`config.mk`:
```
export PLATFORM = sky130hd
export DESIGN_NAME = debug_unit
export DESIGN_NICKNAME = d
export VERILOG_FILES = /design/src/rtl/debug_pkg.sv /design/src/rtl/dump_serializer.sv /design/src/rtl/debug_unit.sv
export SDC_FILE = /design/constraint.sdc
export NUM_CORES = 1
export LEC_CHECK = 0
export CORE_MARGIN = 1.5
export CORE_UTILIZATION = 65
export DETAILED_ROUTE_END_ITERATION = 8
export DONT_BUFFER_PORTS = 1
export GPL_TIMING_DRIVEN = 0
export PLACE_DENSITY_LB_ADDON = 0.15
export SETUP_SLACK_MARGIN = 0.02
export SYNTH_ARGS = -nofsm -noshare
export SYNTH_HDL_FRONTEND = slang
export SYNTH_SLANG_ARGS = --single-unit
```
`constraint.sdc`:
```
create_clock -name clk -period 3.5 [get_ports clk]
set_clock_uncertainty 0.1 [all_clocks]
set_input_delay 0.525 -clock clk [delete_from_list [all_inputs] [get_ports clk]]
set_output_delay 0.525 -clock clk [all_outputs]
set_load 0.02 [all_outputs]
```
`src/rtl/debug_pkg.sv`:
```
// Shared types and constants for the UART debug unit.
// Holds the control/serializer state enums, command bytes and helpers.
package debug_pkg;

    localparam logic [7:0] DEF_CMD_RUN    = 8'h63;
    localparam logic [7:0] DEF_CMD_STEP   = 8'h73;
    localparam int         DUMP_HDR_WORDS = 2;

    typedef enum logic [2:0] {
        IDLE,
        RUN,
        STEP,
        DUMP,
        HALTED
    } ctrl_state_e;

    typedef enum logic [2:0] {
        S_IDLE,
        LOAD,
        LATCH,
        SEND,
        GAP
    } ser_state_e;

    // Register-file address for a dump word; header words map to 0.
    function automatic logic [4:0] reg_addr(input logic [5:0] word);
        logic [5:0] a;
        if (word >= 6'(DUMP_HDR_WORDS)) begin
            a = word - 6'(DUMP_HDR_WORDS);
        end else begin
            a = 6'd0;
        end
        return 5'(a);
    endfunction

endpackage

```
`src/rtl/dump_serializer.sv`:
```
// Word-to-byte dump engine: PC, cycle count, then register file, LSB first.
// Ports: start_i/done_o handshake, pc_i/cnt_i/dbg_data_i sources,
// dbg_addr_o regfile address, tx_data_o/tx_start_o/tx_busy_i to UART tx.
module dump_serializer
    import debug_pkg::*;
#(
    parameter int NUM_REGS = 32
) (
    input  logic        clk,
    input  logic        reset,
    input  logic        start_i,
    output logic        done_o,
    input  logic [31:0] pc_i,
    input  logic [31:0] cnt_i,
    input  logic [31:0] dbg_data_i,
    output logic [4:0]  dbg_addr_o,
    output logic [7:0]  tx_data_o,
    output logic        tx_start_o,
    input  logic        tx_busy_i
);

    localparam logic [5:0] LAST_WORD = 6'(NUM_REGS + DUMP_HDR_WORDS - 1);

    ser_state_e  state_q;
    logic [5:0]  word_q;
    logic [5:0]  word_d;
    logic [1:0]  byte_q;
    logic [31:0] shift_q;
    logic [7:0]  tx_data_q;
    logic        tx_start_q;
    logic [4:0]  dbg_addr_q;

    assign word_d     = word_q + 6'd1;
    assign tx_data_o  = tx_data_q;
    assign tx_start_o = tx_start_q;
    assign dbg_addr_o = dbg_addr_q;
    // Combinational so the controller leaves DUMP on the last GAP edge.
    assign done_o     = (state_q == GAP) && (byte_q == 2'd3)
                        && (word_q == LAST_WORD);

    // dbg_addr is updated on entry to LOAD, so regfile data is
    // valid one cycle later when LATCH captures it.
    always_ff @(posedge clk or negedge reset) begin
        if (!reset) begin
            state_q    <= S_IDLE;
            word_q     <= 6'd0;
            byte_q     <= 2'd0;
            shift_q    <= 32'd0;
            tx_data_q  <= 8'd0;
            tx_start_q <= 1'b0;
            dbg_addr_q <= 5'd0;
        end else begin
            tx_start_q <= 1'b0;
            unique case (state_q)
                S_IDLE: begin
                    if (start_i) begin
                        word_q     <= 6'd0;
                        byte_q     <= 2'd0;
                        dbg_addr_q <= 5'd0;
                        state_q    <= LOAD;
                    end
                end
                LOAD: begin
                    state_q <= LATCH;
                end
                LATCH: begin
                    if (word_q == 6'd0) begin
                        shift_q <= pc_i;
                    end else if (word_q == 6'd1) begin
                        shift_q <= cnt_i;
                    end else begin
                        shift_q <= dbg_data_i;
                    end
                    state_q <= SEND;
                end
                SEND: begin
                    if (!tx_busy_i) begin
                        tx_start_q <= 1'b1;
                        tx_data_q  <= shift_q[7:0];
                        state_q    <= GAP;
                    end
                end
                GAP: begin
                    shift_q <= shift_q >> 8;
                    byte_q  <= byte_q + 2'd1;
                    if (byte_q == 2'd3) begin
                        if (word_q == LAST_WORD) begin
                            state_q <= S_IDLE;
                        end else begin
                            word_q     <= word_d;
                            dbg_addr_q <= reg_addr(word_d);
                            state_q    <= LOAD;
                        end
                    end else begin
                        state_q <= SEND;
                    end
                end
                default: state_q <= S_IDLE;
            endcase
        end
    end

endmodule

```
`src/rtl/debug_unit.sv`:
```
// UART debug controller: decodes run/step commands, gates the datapath
// and dumps PC, cycle count and registers whenever execution stops.
// Ports: rx_data/rx_valid from UART rx, tx_data/tx_start/tx_busy to
// UART tx, halt_in/pc_in/dbg_data from datapath, dp_en/dbg_addr to it.
module debug_unit
    import debug_pkg::*;
#(
    parameter int         NUM_REGS = 32,
    parameter logic [7:0] CMD_RUN  = DEF_CMD_RUN,
    parameter logic [7:0] CMD_STEP = DEF_CMD_STEP
) (
    input  logic        clk,
    input  logic        reset,
    input  logic [7:0]  rx_data,
    input  logic        rx_valid,
    output logic [7:0]  tx_data,
    output logic        tx_start,
    input  logic        tx_busy,
    input  logic        halt_in,
    input  logic [31:0] pc_in,
    output logic        dp_en,
    output logic [4:0]  dbg_addr,
    input  logic [31:0] dbg_data
);

    ctrl_state_e state_q;
    logic        halt_flag_q;
    logic        start_q;
    logic [31:0] cnt_q;
    logic [31:0] cnt_d;
    logic        done;

    // Combinational so the datapath freezes in the cycle halt is seen.
    assign dp_en = ((state_q == RUN) && !halt_in) || (state_q == STEP);
    assign cnt_d = dp_en ? cnt_q + 32'd1 : cnt_q;

    always_ff @(posedge clk or negedge reset) begin
        if (!reset) begin
            state_q     <= IDLE;
            halt_flag_q <= 1'b0;
            start_q     <= 1'b0;
            cnt_q       <= 32'd0;
        end else begin
            start_q <= 1'b0;
            cnt_q   <= cnt_d;
            unique case (state_q)
                IDLE: begin
                    if (rx_valid) begin
                        if (rx_data == CMD_RUN) begin
                            state_q <= RUN;
                        end else if (rx_data == CMD_STEP) begin
                            state_q <= STEP;
                        end
                    end
                end
                RUN: begin
                    if (halt_in) begin
                        halt_flag_q <= 1'b1;
                        start_q     <= 1'b1;
                        state_q     <= DUMP;
                    end
                end
                STEP: begin
                    halt_flag_q <= halt_in;
                    start_q     <= 1'b1;
                    state_q     <= DUMP;
                end
                DUMP: begin
                    if (done) begin
                        state_q <= halt_flag_q ? HALTED : IDLE;
                    end
                end
                HALTED: state_q <= HALTED;
                default: state_q <= IDLE;
            endcase
        end
    end

    dump_serializer #(
        .NUM_REGS (NUM_REGS)
    ) u_ser (
        .clk        (clk),
        .reset      (reset),
        .start_i    (start_q),
        .done_o     (done),
        .pc_i       (pc_in),
        .cnt_i      (cnt_q),
        .dbg_data_i (dbg_data),
        .dbg_addr_o (dbg_addr),
        .tx_data_o  (tx_data),
        .tx_start_o (tx_start),
        .tx_busy_i  (tx_busy)
    );

endmodule

```
# Word level (Yosys, flattened, before mapping)

Index checks and enable logic that the tools add are counted.

Add/subtract/negate cells: 4
Magnitude comparators: 1
Eq/ne operators: 21
Multiplexer cells: 32
Bitwise operators: 1
Reductions and logical operators: 17

Operator list:

| kind                                                                  | count |
|---|---|
| 32-bit 2-to-1 mux                                                     | 2 |
| 32-bit case mux with 2 select lines                                   | 1 |
| 32-bit by 1-bit adder with 32-bit output, second input constant       | 1 |
| 3-bit case mux with 5 select lines                                    | 2 |
| 3-bit 2-to-1 mux                                                      | 8 |
| 5-bit 2-to-1 mux                                                      | 4 |
| 6-bit 2-to-1 mux                                                      | 3 |
| 8-bit by 7-bit equality test with 1-bit output, second input constant | 2 |
| 2-bit != test, second input constant                                  | 7 |
| 3-bit by 2-bit equality test with 1-bit output, second input constant | 4 |
| 6-bit case mux with 2 select lines                                    | 1 |
| 5-bit case mux with 2 select lines                                    | 1 |
| 2-bit AND reduction                                                   | 4 |
| 4-bit AND reduction                                                   | 2 |
| 6-bit by 1-bit adder with 6-bit output, second input constant         | 1 |
| 3-bit by 1-bit equality test with 1-bit output, second input constant | 2 |
| 3-bit equality test, second input constant                            | 2 |
| 6-bit by 1-bit equality test with 1-bit output, second input constant | 1 |
| 6-bit equality test, second input constant                            | 1 |
| 6-bit by 2-bit >= comparator with 1-bit output, second input constant | 1 |
| 3-bit zero test                                                       | 2 |
| 6-bit zero test                                                       | 1 |
| 2-bit nonzero test                                                    | 3 |
| 1-bit 2-to-1 mux                                                      | 5 |
| 11 further kinds                                                      | 15 |

Flip-flop bits (word level): 94
Bits of input ports: 77
Output and inout bits: 15
Logic and storage cells: 87

# Depth between registers and ports, before layout

Gate-level depths: netlist (run 1).

Depth in word-level cells: 6
Gate-level depth with buffers: 8
Depth with buffers taken out: 7

# Cells and area by module

A second synthesis (run 1) with hierarchy kept.

Cell total of the unflattened synthesis: 524
Area, all modules: 5182.5 um^2

Modules (own cells, without submodules):

| module          | instances | cells each | area an instance (um^2) | sequential area each (um^2) |
|---|---|---|---|---|
| dump_serializer | 1         | 349        | 3293.2                  | 1426.4 |
| debug_unit      | 1         | 175        | 1889.3                  | 925.9 |

# Worst setup path before layout (run 1)

Ideal clock, no wire load.

Kind: input to register
Start: input port halt_in
End: register cnt_q[29]
Arrival: 1911 ps
Path slack: 1366 ps
Stages: 6
Buffers on the path: 1
Path through: or3b_1 -> a21oi_2 -> and3_1 -> buf_2 -> nand4_1 -> xnor2_1

Word-level cells in the longest chain between the ends: 3

Ends and longest elaborated chain:

| element                | line             | source |
|---|---|---|
| start: declaration     | debug_unit.sv:19 | `input logic halt_in,` |
| 1-bit zero test        | debug_unit.sv:34 | `assign dp_en = ((state_q == RUN) && !halt_in) \|\| (state_q == STEP);` |
| 1-bit logical AND      | debug_unit.sv:34 |  |
| 1-bit logical OR       | debug_unit.sv:34 |  |
| named net dp_en        | debug_unit.sv:21 | `output logic dp_en,` |
| end signal: assignment | debug_unit.sv:45 | `cnt_q <= cnt_d;` |
| end: declaration       | debug_unit.sv:29 | `logic [31:0] cnt_q;` |

The timed path passes the listed nets, and every way through them passes these cells.
A chain may end at the register's enable or synchronous reset.

# Worst setup path in the final report (run 1)

Start: register u_ser.word_q[3]
End: register u_ser.shift_q[21]

Word-level cells in the longest chain between the ends: 4

Ends and longest elaborated chain:

| element                                        | line                  | source |
|---|---|---|
| start: declaration                             | dump_serializer.sv:25 | `logic [5:0] word_q;` |
| start signal: assignment                       | dump_serializer.sv:90 | `word_q <= word_d;` |
| 6-bit by 1-bit equality test with 1-bit output | dump_serializer.sv:69 | `end else if (word_q == 6'd1) begin` |
| 32-bit 2-to-1 mux                              | dump_serializer.sv:69 |  |
| 32-bit 2-to-1 mux *                            | dump_serializer.sv:67 | `if (word_q == 6'd0) begin` |
| 32-bit case mux with 2 select lines *          | dump_serializer.sv:54 | `unique case (state_q)` |
| end signal: assignment                         | dump_serializer.sv:68 | `shift_q <= pc_i;` |
| end signal: assignment                         | dump_serializer.sv:70 | `shift_q <= cnt_i;` |
| end signal: assignment                         | dump_serializer.sv:72 | `shift_q <= dbg_data_i;` |
| end: declaration                               | dump_serializer.sv:28 | `logic [31:0] shift_q;` |

Mark *: on every way between the ends. The rest lies on a longest branch, timed or not.

==> results of run 1 <==
[final timing paths]
kind / slack (ns) / to
min reg2reg: 0.38 / cnt_q[31]$_DFFE_PN0P_
min in group asynchronous: 0.62 / u_ser.word_q[3]$_DFFE_PN0P_
max: 1.01 / u_ser.shift_q[21]$_DFFE_PN0P_
min: 0.23 / start_q$_DFF_PN0_
max in group asynchronous: 2.29 / cnt_q[19]$_DFFE_PN0P_
max reg2reg: 1.01 / u_ser.shift_q[21]$_DFFE_PN0P_
[cell usage in the layout, fill, tap and decap left out, drive strengths merged, types with 2 or more instances in the layout]
cell	n
nor2	16
nand3	26
inv	10
o31ai	5
a31oi	3
mux2	9
clkbuf	25
and3	6
dfrtp	94
xor2	8
and2	3
nor3	4
and4	5
nand3b	2
nand2	49
nand4	5
a221o	24
mux2i	26
ha	6
a22o	2
or3	4
a21oi	38
o21ai	54
nand2b	4
xnor2	29
nor4	2
buf	14
a211oi	2
clkinv	4
[sequential cells by signal, indices dropped and copies added (netlist names), 2 cells and up]
| register | cells |
|---|---|
| u_ser.dbg_addr_o | 5 |
| u_ser.byte_q | 2 |
| u_ser.state_q | 3 |
| state_q | 3 |
| u_ser.shift_q | 32 |
| u_ser.tx_data_o | 8 |
| cnt_q | 32 |
| u_ser.word_q | 6 |
[routing by layer]
| metal | part of all wire [%] | routed length, um | up-vias |
|---|---|---|---|
| met5 | 0 | 0 | - |
| met3 | 6.0 | 676 | 6 |
| met1 | 46 | 5190 | 1875 |
| met4 | 0.73 | 83 | 0 |
| li1 | - | - | 1753 |
| met2 | 48 | 5400 | 143 |
[synthesized netlist by cell type, types with 2 or more instances]
master    instances  area (um^2)
a21oi_1          37          185
a221o_1          24          240
a22o_1            2         17.5
a31oi_1           3         18.8
and2_1            3         18.8
and3_1            5         31.3
and4_1            5         43.8
buf_2             5         25.0
buf_4             3         22.5
buf_6             5         56.3
clkbuf_1         16         60.1
dfrtp_1          94         2350
ha_1              6         75.1
inv_1             7         26.3
mux2_2            9          101
mux2i_1          26          260
nand2_1          47          176
nand2_4           2         22.5
nand2b_1          4         25.0
nand3_1          26          130
nand3b_1          2         15.0
nand4_1           5         31.3
nor2_1           16         60.1
nor3_1            4         20.0
o21ai_0          52          260
o21ai_1           2         10.0
o31ai_1           5         37.5
or3_1             4         25.0
xnor2_1          29          254
xor2_1            8         70.1
[cell families (layout without fill, tap and decap cells)]
family          after synthesis  count (layout)  synth area share, %
compound gates              135             135                 17.8
simple gates                132             132                 14.1
flops                        94              94                 48.5
xor+xnor                     37              37                 6.68
buf+inv                      36              54                 3.92
mux                          35              35                 7.46
fa+ha+maj                     6               6                 1.55
[metrics by stage]
stage / total power [W] / hold WS, ns / instances / utilization, %
after global placement: 0.00271 / 0.132 / 574 / 68.6
after global routing: 0.00369 / 0.212 / 592 / 71.7
after floorplan: 0.00246 / 0.129 / 475 / -
final: 0.00348 / 0.227 / 592 / 71.7
after CTS: 0.00347 / 0.221 / 592 / 71.7
after detailed placement: 0.00276 / 0.132 / 574 / 68.6
[repair_timing]
item,in CTS,in global routing
hold endpoints to repair,94,0
setup endpoints to repair,0,0
gates resized for setup,0,0
hold buffers,2,0
[report_power, final]
part           internal (W)  leakage (nW)  switching, W
clock network      0.000274        0.0963      0.000420
registers           0.00138          1.21      0.000296
logic              0.000494          1.01      0.000619
[cell type report]
cell class | instances | area [um^2]
fillers | 553 | 2050
multi-input cells | 345 | 2310
repair buffers | 2 | 37.5
clock buffers | 9 | 124
well taps | 99 | 124
plain buffers | 29 | 164
flip-flops and latches | 94 | 2350
inverters | 7 | 26.3
clock inverters | 7 | 63.8
==> flow_summary.toml, run 1 <==
[outcome]
status = "finished, final reports clean"

[sta]
grt_setup_unrepaired = "no"
fin_crit_ns = 2.49
slew-limit-headroom_pct = 50.0
setup_viol_count_final = 0
setup_ws_ns = 1.01
drv_slew = 0
finalHoldViolCount = 0
max_slew.worst_pin.slew_ns = 0.745
timing.fmax_mhz = 402
setup_tns_ns = 0
fin_crit_sh_pct = 71.1

[place]
dpl_cell_area_mm2 = 0.00497
numPortBuffers = 0
dp_hpwl_mm = 8.13
gp_congestion = 0.856
dpl_worst_slack_ns = 1.08

[drt]
drc = 0
wirelength_mm = 11.3
drtAntennaViolNets = 0
via_per_inst = 6.38
drtPass1Iterations = 7
initialDrtViolationCount = 232
wl_per_cell_um = 19.2
vias = 3777

[clock_network]
clock_path_buffers = 2
cts-htree-levels = 3
cts.sinks = 94
cts_root_buf = "clkbuf_8"
clock_latency_ns = 0.36
cts_buffers = 9
post_cts_buffers = 0
path_clk_slew_ns = 0.11
tritoncts = "yes"

[global_route]
grt_busiest_layer = "met2"
grt_pass1_vias = 3586
grt_pass1_wl_mm = 17.7
grt.met2_usage_pct = 44.8
track_usage_pct = 29.6
met3_usage_pct = 6.37
gr-total-overflow = 0
antenna_found_initial = 0
grt_max_degree = 95
globalRouteMet1Util_pct = 43.2

[critical_path]
cp_slowest_cell = "nor4_4"
critical_path.startpoint = "u_ser.word_q[3]$_DFFE_PN0P_"
crit-reg2reg-launch = "u_ser.word_q[3]$_DFFE_PN0P_"
crit_chain = "buf_6 > nor4_4 > nand2_4 > clkbuf_1 > o21ai_0 > a21oi_1 > a221o_1"
worstPathMaxFanout = 10
arrival_ns = 2.63
start_kind = "flip-flop"
r2r_cells = 7
cp_num_buf_inv = 2
end_kind = "flip-flop"
critical_path_depth = 7
worst_path_largest_cell_delay_ns = 0.69
critPathKind = "flip-flop to flip-flop"
cpLargestDelayFamily = "simple AND/OR/NAND/NOR gates"
cp.required_ns = 3.64

[power]
ir_drop_mv = 0.371
cellPowerDensity_mw_per_mm2 = 669
leakagePower_nw = 2.32

[synth]
synthFlopType = "dfrtp_1"
synth_seq_area_share_pct = 48.5
netlist_area_mm2 = 0.00485
ys_types = 49
yosysWarningCount = 0
syn-num-nets = 558
ys_seq_elements = 94
syn_inst = 475
syn_area_per_cell_um2 = 10.2
synth-edff-count = 0
synth-async-reset-ratio_pct = 100

[floorplan]
die_x_um = 89.4
pin_count = 92
die_h_um = 89.4
core-area_mm2 = 0.00725
dieArea_mm2 = 0.00799
row_count = 31
start_util_pct = 66.9

[finish]
area_delta_synth_final_pct = 7.20
drive_gt1_share_pct = 9.33
design_area_mm2 = 0.00520
final_nets = 571
antenna_cells = 0

[min_path]
hold_depth = 2
min-delay-start = "halt_in"
hold_class = "input pin to flip-flop"

[job]
drv_cap = 0
No activity file was read; power rests on OpenSTA's default activity.
==> run 2, diff against run 1 <==
- CORE_UTILIZATION: 65 -> 57
- clock period: 3.5 -> 2 ns (I/O delays scaled with it)
==> run 2 against run 1 <==
Net effect:
- the run now ends with hold timing, setup timing left
- critical path depth stayed put
- clock power rose by 66%
- via count increased by 2.8%
==> flow_summary.toml, run 2 (same netlist as run 1, synthesis figures left out) <==
[finish]
drive_gt1_share_pct = 22.4
area_delta_synth_final_pct = 16.7
antenna_cells = 0
final_nets = 591
most-common-layout-cells = "dfrtp_1, nand2_1, o21ai_0"
design_area_mm2 = 0.00566
final_common_cell = "dfrtp_1"
num-fill-cells = 636

[sta]
finalHoldViolCount = 94
grt_setup_unrepaired = "yes"
fin_crit_sh_pct = 101
timing.fmax_mhz = 493
max_slew.worst_pin.slew_ns = 0.666
holdWs_ns = -0.485
slew-limit-headroom_pct = 55.4
setup_ws_ns = -0.0292
setup_tns_ns = -0.0603
fin_crit_ns = 2.03
setup_viol_count_final = 4
drv_slew = 0

[global_route]
gr-total-overflow = 0
grt_max_degree = 95
antenna_found_initial = 0
grt_pass1_wl_mm = 18.2
grt_pass1_vias = 3518
track_usage_pct = 26.8

[floorplan]
die_h_um = 95.2
start_util_pct = 59.0
dieArea_mm2 = 0.00907
core-area_mm2 = 0.00822
row_count = 33
die_x_um = 95.2
pin_count = 92

[critical_path]
critPathKind = "flip-flop to flip-flop"
r2r-end = "cnt_q[11]$_DFFE_PN0P_"
start_kind = "flip-flop"
cp.required_ns = 2.15
end_kind = "flip-flop"
r2r_cells = 7
rrSetupSlack_ns = -0.03
crit-reg2reg-launch = "state_q[0]$_DFFE_PN0P_"
arrival_ns = 2.18
worstPathMaxFanout = 5

[power]
p_int_w = 0.00397
power_frac_comb_pct = 35.9
ir_drop_mv = 0.588
cellPowerDensity_mw_per_mm2 = 1130
clkPwrFrac_pct = 17.9
p_sw_w = 0.00244
swShare_pct = 38.1
p_seq_share_pct = 46.2
leakagePower_nw = 2.48
p_total_w = 0.00641

[drt]
initialDrtViolationCount = 296
wl_per_cell_um = 19.7
drtPass1Iterations = 5
drc = 0
via_per_inst = 6.28
wirelength_mm = 12.2
drtAntennaViolNets = 0
vias = 3883

[clock_network]
hold_buffers = 1
clock_path_buffers = 2
cts.sinks = 94
cts_root_buf = "clkbuf_8"
tritoncts = "yes"
cts_buffers = 9
path_clk_slew_ns = 0.10
cts-htree-levels = 3
clock_latency_ns = 0.36

[outcome]
violations = "hold timing, setup timing"
status = "complete, but fails checks"

[min_path]
hold_class = "input pin to async pin"

[place]
dpl_worst_slack_ns = -0.432
dpl_cell_area_mm2 = 0.00499
numPortBuffers = 0
gp_congestion = 0.808
dp_hpwl_mm = 8.20

[job]
drv_cap = 0
[run 2: cell count changes in the layout (fill, tap and decap cells not counted), sizes merged]
cell      delta
clkinv       +1
clkinvlp     +1
clkbuf       -1
buf         +21
inv          -2
[run 2: repair_timing]
action                     4_1_cts  5_1_grt
buffers inserted                 9       13
pin swaps                        7       27
resized for setup               34       67
gates cloned                     0        2
hold endpoints to repair        95       94
setup endpoints to repair       70       58
[run 2: final cells by class]
class / count / area, um^2 / share of cell area, %
multi-input combinational: 345 / 2520 / 44.5
sequential: 94 / 2360 / 41.6
timing repair buffer: 25 / 236 / 4.18
buffer: 26 / 218 / 3.85
tap: 105 / 131 / 2.32
clock buffer: 9 / 124 / 2.19
clock inverter: 7 / 48.8 / 0.862
inverter: 7 / 26.3 / 0.464
[run 2: worst max-delay path, cell delays in order (launching register included)]
cell	delay, ns
dfrtp_1	0.36
buf_6	0.10
or3b_4	0.41
buf_6	0.14
a211oi_4	0.24
and2b_2	0.28
nand4_1	0.13
xnor2_1	0.14
[run 2: how the worst max path moves through the flow]
stage | from | depth (start not counted) | endpoint
floorplan | u_ser.word_q[3]$_DFFE_PN0P_ | 7 | u_ser.shift_q[10]$_DFFE_PN0P_
finish | state_q[0]$_DFFE_PN0P_ | 7 | cnt_q[11]$_DFFE_PN0P_
CTS | state_q[0]$_DFFE_PN0P_ | 7 | cnt_q[29]$_DFFE_PN0P_
global route | u_ser.word_q[3]$_DFFE_PN0P_ | 8 | u_ser.shift_q[18]$_DFFE_PN0P_
global placement | u_ser.word_q[3]$_DFFE_PN0P_ | 7 | u_ser.shift_q[4]$_DFFE_PN0P_
detailed placement | u_ser.word_q[3]$_DFFE_PN0P_ | 7 | u_ser.shift_q[4]$_DFFE_PN0P_
[run 2: routing by layer]
layer	up-vias	track usage, %	share of wire (%)
li1	1800	-	-
met1	1931	39.6	45
met2	134	40.4	49
met3	18	5.02	5.1
met4	0	7.21	1.4
met5	-	0	0
[run 2: through the flow]
step	utilization, %	hold slack [ns]	instances
floorplan	-	-0.0956	475
global placement	60.7	-0.0933	580
detailed placement	60.7	-0.0936	580
CTS	64.9	-0.492	604
global route	68.9	-0.507	618
finish	68.9	-0.485	618
[run 2: power by group through the flow]
stage	Sequential, W	Combinational [W]	Clock [W]
3_5_place_dp	0.00297	0.00190	0
2_1_floorplan	0.00279	0.00152	0
6_report	0.00296	0.00230	0.00115
3_3_place_gp	0.00294	0.00183	0
5_1_grt	0.00301	0.00252	0.00125
4_1_cts	0.00293	0.00201	0.00116
